--- src/rtl/joypad_target.sv ---
// joypad_target: two-wire target exposing an 8-button joypad.
// Registers: 0 = live buttons, 1 = sticky presses, 2 = ID, 3 = 8'hFF.
module joypad_target #(
  parameter logic [6:0] ADDR = 7'h20,
  parameter logic [7:0] ID   = 8'hA5
) (
  input  logic       clk,
  input  logic       rst,
  input  logic       scl_in,
  input  logic       sda_in,
  input  logic [7:0] buttons_n,
  output logic       sda_out,
  output logic       busy
);

  typedef enum logic [2:0] {
    S_IDLE,
    S_ADDR,
    S_ADDR_ACK,
    S_WR_BYTE,
    S_WR_ACK,
    S_RD_BYTE,
    S_RD_ACK
  } state_t;

  logic [1:0] scl_sy, sda_sy;
  logic       scl_q, sda_q;
  logic [7:0] btn_s1, btn_s, btn_q;
  logic [1:0] settle;

  logic       scl, sda;
  logic       rise, fall, armed;
  logic       start_c, stop_c;
  logic [7:0] fell;

  state_t     state, state_nx;
  logic [3:0] cnt, cnt_nx;
  logic [7:0] sh, sh_nx;
  logic [1:0] ptr, ptr_nx;
  logic       first, first_nx;
  logic       ack, ack_nx;
  logic       sda_nx, busy_nx;
  logic [7:0] mask, mask_nx;
  logic [7:0] rd_val;
  logic       load;

  // Synchronizers and edge history; start detection waits for them to fill.
  always_ff @(posedge clk) begin
    if (rst) begin
      scl_sy <= 2'b11;
      sda_sy <= 2'b11;
      scl_q  <= 1'b1;
      sda_q  <= 1'b1;
      btn_s1 <= 8'hFF;
      btn_s  <= 8'hFF;
      btn_q  <= 8'hFF;
      settle <= 2'd0;
    end else begin
      scl_sy <= {scl_sy[0], scl_in};
      sda_sy <= {sda_sy[0], sda_in};
      scl_q  <= scl_sy[1];
      sda_q  <= sda_sy[1];
      btn_s1 <= buttons_n;
      btn_s  <= btn_s1;
      btn_q  <= btn_s;
      if (settle != 2'd3)
        settle <= settle + 2'd1;
    end
  end

  assign scl     = scl_sy[1];
  assign sda     = sda_sy[1];
  assign rise    = scl & ~scl_q;
  assign fall    = ~scl & scl_q;
  assign armed   = (settle == 2'd3);
  assign start_c = armed & scl & scl_q & sda_q & ~sda;
  assign stop_c  = armed & scl & scl_q & ~sda_q & sda;
  assign fell    = btn_q & ~btn_s;

  // Register file read mux, addressed by the pointer.
  always_comb begin
    rd_val = 8'hFF;
    unique case (ptr)
      2'd0:    rd_val = ~btn_s;
      2'd1:    rd_val = mask;
      2'd2:    rd_val = ID;
      default: rd_val = 8'hFF;
    endcase
  end

  // Protocol FSM: next state, shifter, pointer and line drive.
  always_comb begin
    state_nx = state;
    cnt_nx   = cnt;
    sh_nx    = sh;
    ptr_nx   = ptr;
    first_nx = first;
    ack_nx   = ack;
    sda_nx   = sda_out;
    busy_nx  = busy;
    load     = 1'b0;
    unique case (state)
      S_IDLE: ;
      S_ADDR: begin
        if (rise) begin
          sh_nx  = {sh[6:0], sda};
          cnt_nx = cnt + 4'd1;
        end else if (fall && cnt == 4'd8) begin
          cnt_nx = 4'd0;
          if (sh[7:1] == ADDR) begin
            state_nx = S_ADDR_ACK;
            sda_nx   = 1'b0;
          end else begin
            state_nx = S_IDLE;
          end
        end
      end
      S_ADDR_ACK: begin
        if (fall) begin
          if (sh[0]) begin
            load = 1'b1;
          end else begin
            state_nx = S_WR_BYTE;
            sda_nx   = 1'b1;
            first_nx = 1'b1;
          end
        end
      end
      S_WR_BYTE: begin
        if (rise) begin
          sh_nx  = {sh[6:0], sda};
          cnt_nx = cnt + 4'd1;
        end else if (fall && cnt == 4'd8) begin
          cnt_nx   = 4'd0;
          state_nx = S_WR_ACK;
          sda_nx   = 1'b0;
          if (first) begin
            ptr_nx   = sh[1:0];
            first_nx = 1'b0;
          end
        end
      end
      S_WR_ACK: begin
        if (fall) begin
          state_nx = S_WR_BYTE;
          sda_nx   = 1'b1;
        end
      end
      S_RD_BYTE: begin
        if (rise) begin
          cnt_nx = cnt + 4'd1;
        end else if (fall) begin
          if (cnt == 4'd8) begin
            cnt_nx   = 4'd0;
            state_nx = S_RD_ACK;
            sda_nx   = 1'b1;
            ptr_nx   = ptr + 2'd1;
          end else begin
            sda_nx = sh[6];
            sh_nx  = {sh[6:0], 1'b0};
          end
        end
      end
      S_RD_ACK: begin
        if (rise) begin
          ack_nx = sda;
        end else if (fall) begin
          if (ack) begin
            state_nx = S_IDLE;
            sda_nx   = 1'b1;
          end else begin
            load = 1'b1;
          end
        end
      end
      default: state_nx = S_IDLE;
    endcase
    if (load) begin
      state_nx = S_RD_BYTE;
      sh_nx    = rd_val;
      sda_nx   = rd_val[7];
      cnt_nx   = 4'd0;
    end
    if (start_c) begin
      state_nx = S_ADDR;
      cnt_nx   = 4'd0;
      sda_nx   = 1'b1;
      busy_nx  = 1'b1;
      load     = 1'b0;
    end else if (stop_c) begin
      state_nx = S_IDLE;
      cnt_nx   = 4'd0;
      sda_nx   = 1'b1;
      busy_nx  = 1'b0;
      load     = 1'b0;
    end
    mask_nx = ((load && ptr == 2'd1) ? 8'h00 : mask) | fell;
  end

  // FSM and datapath state registers.
  always_ff @(posedge clk) begin
    if (rst) begin
      state   <= S_IDLE;
      cnt     <= 4'd0;
      sh      <= 8'h00;
      ptr     <= 2'd0;
      first   <= 1'b0;
      ack     <= 1'b1;
      sda_out <= 1'b1;
      busy    <= 1'b0;
      mask    <= 8'h00;
    end else begin
      state   <= state_nx;
      cnt     <= cnt_nx;
      sh      <= sh_nx;
      ptr     <= ptr_nx;
      first   <= first_nx;
      ack     <= ack_nx;
      sda_out <= sda_nx;
      busy    <= busy_nx;
      mask    <= mask_nx;
    end
  end

endmodule
--- config.mk ---
export PLATFORM = sky130hd
export DESIGN_NAME = joypad_target
export DESIGN_NICKNAME = d
export VERILOG_FILES = /design/src/rtl/joypad_target.sv
export SDC_FILE = /design/constraint.sdc
export NUM_CORES = 1
export LEC_CHECK = 0
export CAP_MARGIN = 20
export CORE_MARGIN = 2
export CORE_UTILIZATION = 53
export DETAILED_ROUTE_END_ITERATION = 10
export HOLD_SLACK_MARGIN = 0.05
export PLACE_DENSITY = 0.75
export SLEW_MARGIN = 20
export SYNTH_ARGS = -nofsm -noshare
export SYNTH_HDL_FRONTEND = slang
export SYNTH_SLANG_ARGS = --single-unit
--- constraint.sdc ---
create_clock -name clk -period 1.7 [get_ports clk]
set_input_delay 0.34 -clock clk [delete_from_list [all_inputs] [get_ports clk]]
set_output_delay 0.34 -clock clk [all_outputs]
set_load 0.005 [all_outputs]
Yosys cells after proc, flatten, opt, wreduce, memory -nomap -nowiden. Index checks and enable logic that the tools add are counted.

Add/sub/neg operators: 3. Reductions and logical operators: 22. Bitwise gates (word level): 16. Equality and inequality tests: 60. Muxes and demuxes: 66.

Operator list (count): 5-bit inequality test, second input constant (13); 14-bit AND reduction (4); 3-bit inequality test, second input constant (17); 8-bit two-way mux (6); 3-bit two-way mux (14); 2-bit inequality test, second input constant (16); 1-bit two-way mux (26); 8-bit one-hot mux with 3 select lines (1); 3-bit one-hot mux with 7 select lines (1); 4-bit two-way mux (5); 8-bit one-hot mux with 2 select lines (1); 2-bit two-way mux (7); 5-bit AND reduction (2); 3-bit == test, second input constant (3); 1-bit AND (8); 8-bit AND (1); 8-bit NOT (1); 8-bit bitwise OR (1); 4-bit one-hot mux with 2 select lines (1); 2-bit nonzero test (4); 7-bit by 6-bit == test with 1-bit output, second input constant (1); 7-bit AND reduction (1); 7-bit nonzero test (1); 3-bit by 2-bit == test with 1-bit output, second input constant (2); 21 further kinds (30).

Output and inout bits: 2. Bits in registers: 61. Word-level logic and storage cells: 186. Input port bits: 12.

Longest topological paths before layout.
Depth after elaboration: 10. Gate-level depth with buffers: 8. Mapped depth without buffers: 7.

Least setup slack after synthesis. No wires, ideal clock.

Path kind: reg-to-reg. Start point: reg cnt[0]. End point: reg sh[6]. Path buffers: 0. Path slack: -0.102 ns. Setup time: 0.103 ns. Data required time: 1.597 ns. Cell stages (with the launch flop): 8. Arrival: 1.699 ns. Period minus slack after synthesis: 1.802 ns. Cells stage by stage: dfxtp_1 -> inv_1 -> ha_1 -> and3b_1 -> o32ai_2 -> nand2_2 -> and3_1 -> a2111oi_2.

Word-level cells in the longest chain between the ends: 3.

RTL lines: start, declared (line 37) `logic [3:0] cnt, cnt_nx;`; start signal, assigned (line 214) `cnt <= cnt_nx;`; 4-bit == test (line 153) `if (cnt == 4'd8) begin`; 3-bit inequality test (no source line); 5-bit AND reduction (no source line); end signal, assigned (line 215) `sh <= sh_nx;`; end, declared (line 38) `logic [7:0] sh, sh_nx;`.

Every way passes these cells. A chain may end at the register's enable or synchronous reset.

Worst setup path after layout.
Start point: reg scl_sy[1]. End point: reg sh[4].

Word-level cells in the longest chain between the ends: 7. Elaborated cells between the ends (all ways): 14. Classes of those cells: eq/ne: 4; mux: 5; bitwise: 3; reduce/logical: 2.

RTL lines: start, declared (line 26) `logic [1:0] scl_sy, sda_sy;`; start signal, assigned (line 59) `scl_sy <= {scl_sy[0], scl_in};`; 1-bit NOT (line 74) `assign fall = ~scl & scl_q;`; 1-bit AND (line 74); 1-bit two-way mux (line 167) `end else if (fall) begin`; 1-bit two-way mux (line 165) `if (rise) begin`; 1-bit one-hot mux with 2 select lines (line 102) `unique case (state)`; 3-bit inequality test (no source line), or another cell as far along; 5-bit AND reduction (no source line).

Several ways; a longest one is shown, not always the timed one.

==> metrics.md <==
| Metric | Value |
|---|---|
| Reg2reg end | `sh[4]$_SDFFE_PP0P_` |
| Met3 Use GR | `6.22%` |
| Final Util | `73.6%` |
| Synth Warn # | `0` |
| Yosys top cell area share | `44.8%` |
| Post-DRT Antenna Nets | `0` |
| Pin count of the biggest net entering global routing | `23` |
| Hold wc startpoint | `btn_s1[2]$_SDFF_PP1_` |
| Max Clk Rate | `569 MHz` |
| Drc violations | `0` |
| Critical path fanouts, max | `6` |
| Number of global-route vias before repair | `2203` |
| Total Die Area | `5730 µm²` |
| Ys async rst share | `0%` |
| Arrival time of the worst setup path | `1990 ps` |
| CTS clk-pin slew, worst paths | `70 ps` |
| First-pass DRT Iterations | `4` |
| Clock sink total | `61` |
| Skew-Pair Late Insertion Delay | `340 ps` |
| Die H | `75.7 µm` |
| Root buf cell | `clkbuf_8` |
| Min-delay worst type | `register to register` |
| Final hold slack | `408 ps` |
| Measured slew at the worst slew-check pin | `382 ps` |
| R2R Setup Slk | `-60 ps` |
| Final Hold Vio Count | `0` |
| Fill count | `348` |
| Clock Skew | `6.02 ps` |
| RSZ-0062 raised after global routing | `true` |
| Rel. slew slack | `74.4%` |
| Final setup violation count | `11` |
| PD cells | `882 nW/µm²` |
| Syn nets | `313` |
| Wirelength per Cell | `14.9 µm` |
| Core region area | `5040 µm²` |
| Post-DP HPWL | `4200 µm` |
| Die extent in x | `75.7 µm` |
| Most common cell after layout, fill and taps aside | `dfxtp_1` |
| Area Growth Syn to Fin | `36.2%` |
| CTS Buf Count | `9` |
| Failing checks | `negative setup slack` |
| Final WS setup | `-57.3 ps` |
| Synth cell types | `58` |
| Total power | `3.27 mW` |
| Reg2reg path depth | `7` |
| NumNets Final | `380` |
| Req. time, crit path | `1940 ps` |
| GRT overflow | `0` |
| Leak | `1.49 nW` |
| Synthesized area | `2730 µm²` |
| Largest cells by area after synthesis | `dfxtp_1 (45%), or2_2 (5.1%), ha_1 (4.1%), nor2_1 (4.1%), inv_1 (3.3%)` |
| Port Buf Inserts | `13` |
| Top Usage Layer GRT | `met2` |
| Max Cap Viol | `0` |
| Hold Path Sink | `btn_s[2]$_SDFF_PP1_` |
| Yosys top cell by area | `dfxtp_1` |
| Initial antenna violation count | `0` |
| CP max stage delay | `370 ps` |
| CP cell instances | `inv_1, ha_4, nor2b_4, a32oi_4, buf_6, nor2_2, a221oi_1` |
| Syn avg cell area | `9.33 µm²` |
| GR Layer Usage met1 | `31.9%` |
| Number of synthesized flops with an enable pin | `0` |
| Startpoint types | `register` |
| Synth Instances | `292` |
| Final period util | `103%` |
| WL final | `6470 µm` |
| Crit-path slowest cell | `dfxtp_2` |
| #FFs+latches synth | `61` |
| M2 GR Usage | `35.1%` |
| Diodes inserted | `0` |
| Clock tree from TritonCTS | `yes` |
| Iter 0 DRT Violations | `239` |
| Std-Cell Rows | `26` |
| Post-synth top flop | `dfxtp_1` |
| I/O pins | `14` |
| Slew Limit Fails | `0` |
| Run status | `finished with violations` |
| Min cycle time layout | `1760 ps` |
| First-pass GRT wire length | `10100 µm` |
| Critical Path End Type | `register` |
| Peak VDD IR | `0.666 mV` |
| Maximum root-to-sink buffer count | `2` |
| Setup TNS | `-260 ps` |
| Leading cell types in the layout, fill and taps excluded | `dfxtp_1 (54), buf_4 (51), nor2_1 (28)` |
| Worst hold path depth | `1` |
| Total GRT Usage | `23.7%` |
| Routed vias | `2365` |
| Reg-to-reg startpoint | `scl_sy[1]$_SDFF_PP1_` |
| Routed vias/inst | `5.45` |
| Starting density of the core | `54.0%` |
| H-tree depth | `3` |
| Layout cells sized above 1 | `39.0%` |
| Seq/Total Area, Yosys | `44.8%` |
| WS Path Type | `register to register` |
| RePlAce Congestion | `0.941` |
cell usage after synthesis, types with 3 or more instances:
cell type and number:
a21oi_1 12, nor2_1 30, nor3b_1 4, nor4_1 3, o21ai_1 4, nand2_1 9
nand2b_1 6, buf_1 3, nor3_1 3, o22ai_1 3, nand3_1 8, a22oi_1 6
dfxtp_1 61, mux2i_1 4, inv_1 24, a2111oi_2 5, a22o_1 8, nand3b_1 3
o211ai_1 3, clkbuf_1 5, ha_1 9, buf_4 3, o21ai_0 3, and3_1 4
and2_1 3, or2_2 22
power by group:
part	leakage [nW]	switching [mW]	internal (mW)
logic	0.899	0.204	0.228
registers	0.501	0.0421	1.49
clock network	0.0935	0.616	0.689
area by class of cell:
| class | instances | area (µm²) | area share [%] |
|---|---|---|---|
| multi-input cells | 192 | 1520 | 41.0 |
| clock buffers | 10 | 128 | 3.44 |
| flip-flops and latches | 61 | 1230 | 33.1 |
| clock inverters | 6 | 71.3 | 1.92 |
| well taps | 70 | 87.6 | 2.36 |
| inverters | 25 | 93.8 | 2.53 |
| repair buffers | 70 | 581 | 15.6 |
kinds of logic (layout without fill, tap and decap cells):
kind of cell,Yosys count,after routing,share of synthesized area (%)
and+or+nand+nor,110,110,23.0
AOI/OAI and AO/OA,66,66,19.7
DFF,61,61,44.8
buffers and inverters,39,111,5.92
adders and majority gates,9,9,4.13
muxes,4,4,1.47
xor gates and xnor gates,3,3,0.964
flip-flops by register name, summed over array words and instances (netlist names), 2 cells and up:
name    count
btn_q       8
btn_s       8
btn_s1      8
cnt         4
mask        8
ptr         2
scl_sy      2
sda_sy      2
settle      2
sh          8
state       3
worst max-delay path, delay by kind of cell (launching register included):
kind | cells | cell delay (ps)
compound gates | 2 | 650
flops | 1 | 370
buf+inv | 2 | 240
simple gates | 2 | 200
fa+ha+maj | 1 | 180
how the worst max path moves through the flow:
stage / start / to / slack, ps / depth (start not counted)
4_1_cts: cnt[1]$_SDFFE_PP0P_ / cnt[3]$_SDFFE_PP0P_ / 0.6 / 9
3_3_place_gp: scl_q$_SDFF_PP1_ / sh[2]$_SDFFE_PP0P_ / -130 / 7
2_1_floorplan: scl_q$_SDFF_PP1_ / sh[6]$_SDFFE_PP0P_ / 2 / 7
3_5_place_dp: scl_q$_SDFF_PP1_ / sh[1]$_SDFFE_PP0P_ / -180 / 7
5_1_grt: cnt[1]$_SDFFE_PP0P_ / cnt[2]$_SDFFE_PP0P_ / -120 / 9
6_report: scl_sy[1]$_SDFF_PP1_ / sh[4]$_SDFFE_PP0P_ / -60 / 7
stage by stage:
step / setup slack [ps] / instances / cell area (µm²)
2_1_floorplan: 1.78 / 292 / 2750
3_3_place_gp: -126 / 408 / 3240
3_5_place_dp: -184 / 408 / 3240
4_1_cts: 0.577 / 430 / 3580
5_1_grt: -122 / 434 / 3710
6_report: -57.3 / 434 / 3710
routing by layer:
layer | vias to the layer above | routed length [µm]
li1 | 1166 | -
met1 | 1112 | 2940
met2 | 70 | 3070
met3 | 17 | 305
met4 | 0 | 158
met5 | - | 0
repair_timing:
action	4_1_cts	5_1_grt
setup endpoints to repair	22	23
resized for setup	21	20
pin swaps	15	19
cloned	0	0
hold buffers	0	0
setup buffers	6	4
Note: power is estimated with default switching activity, not from simulation.
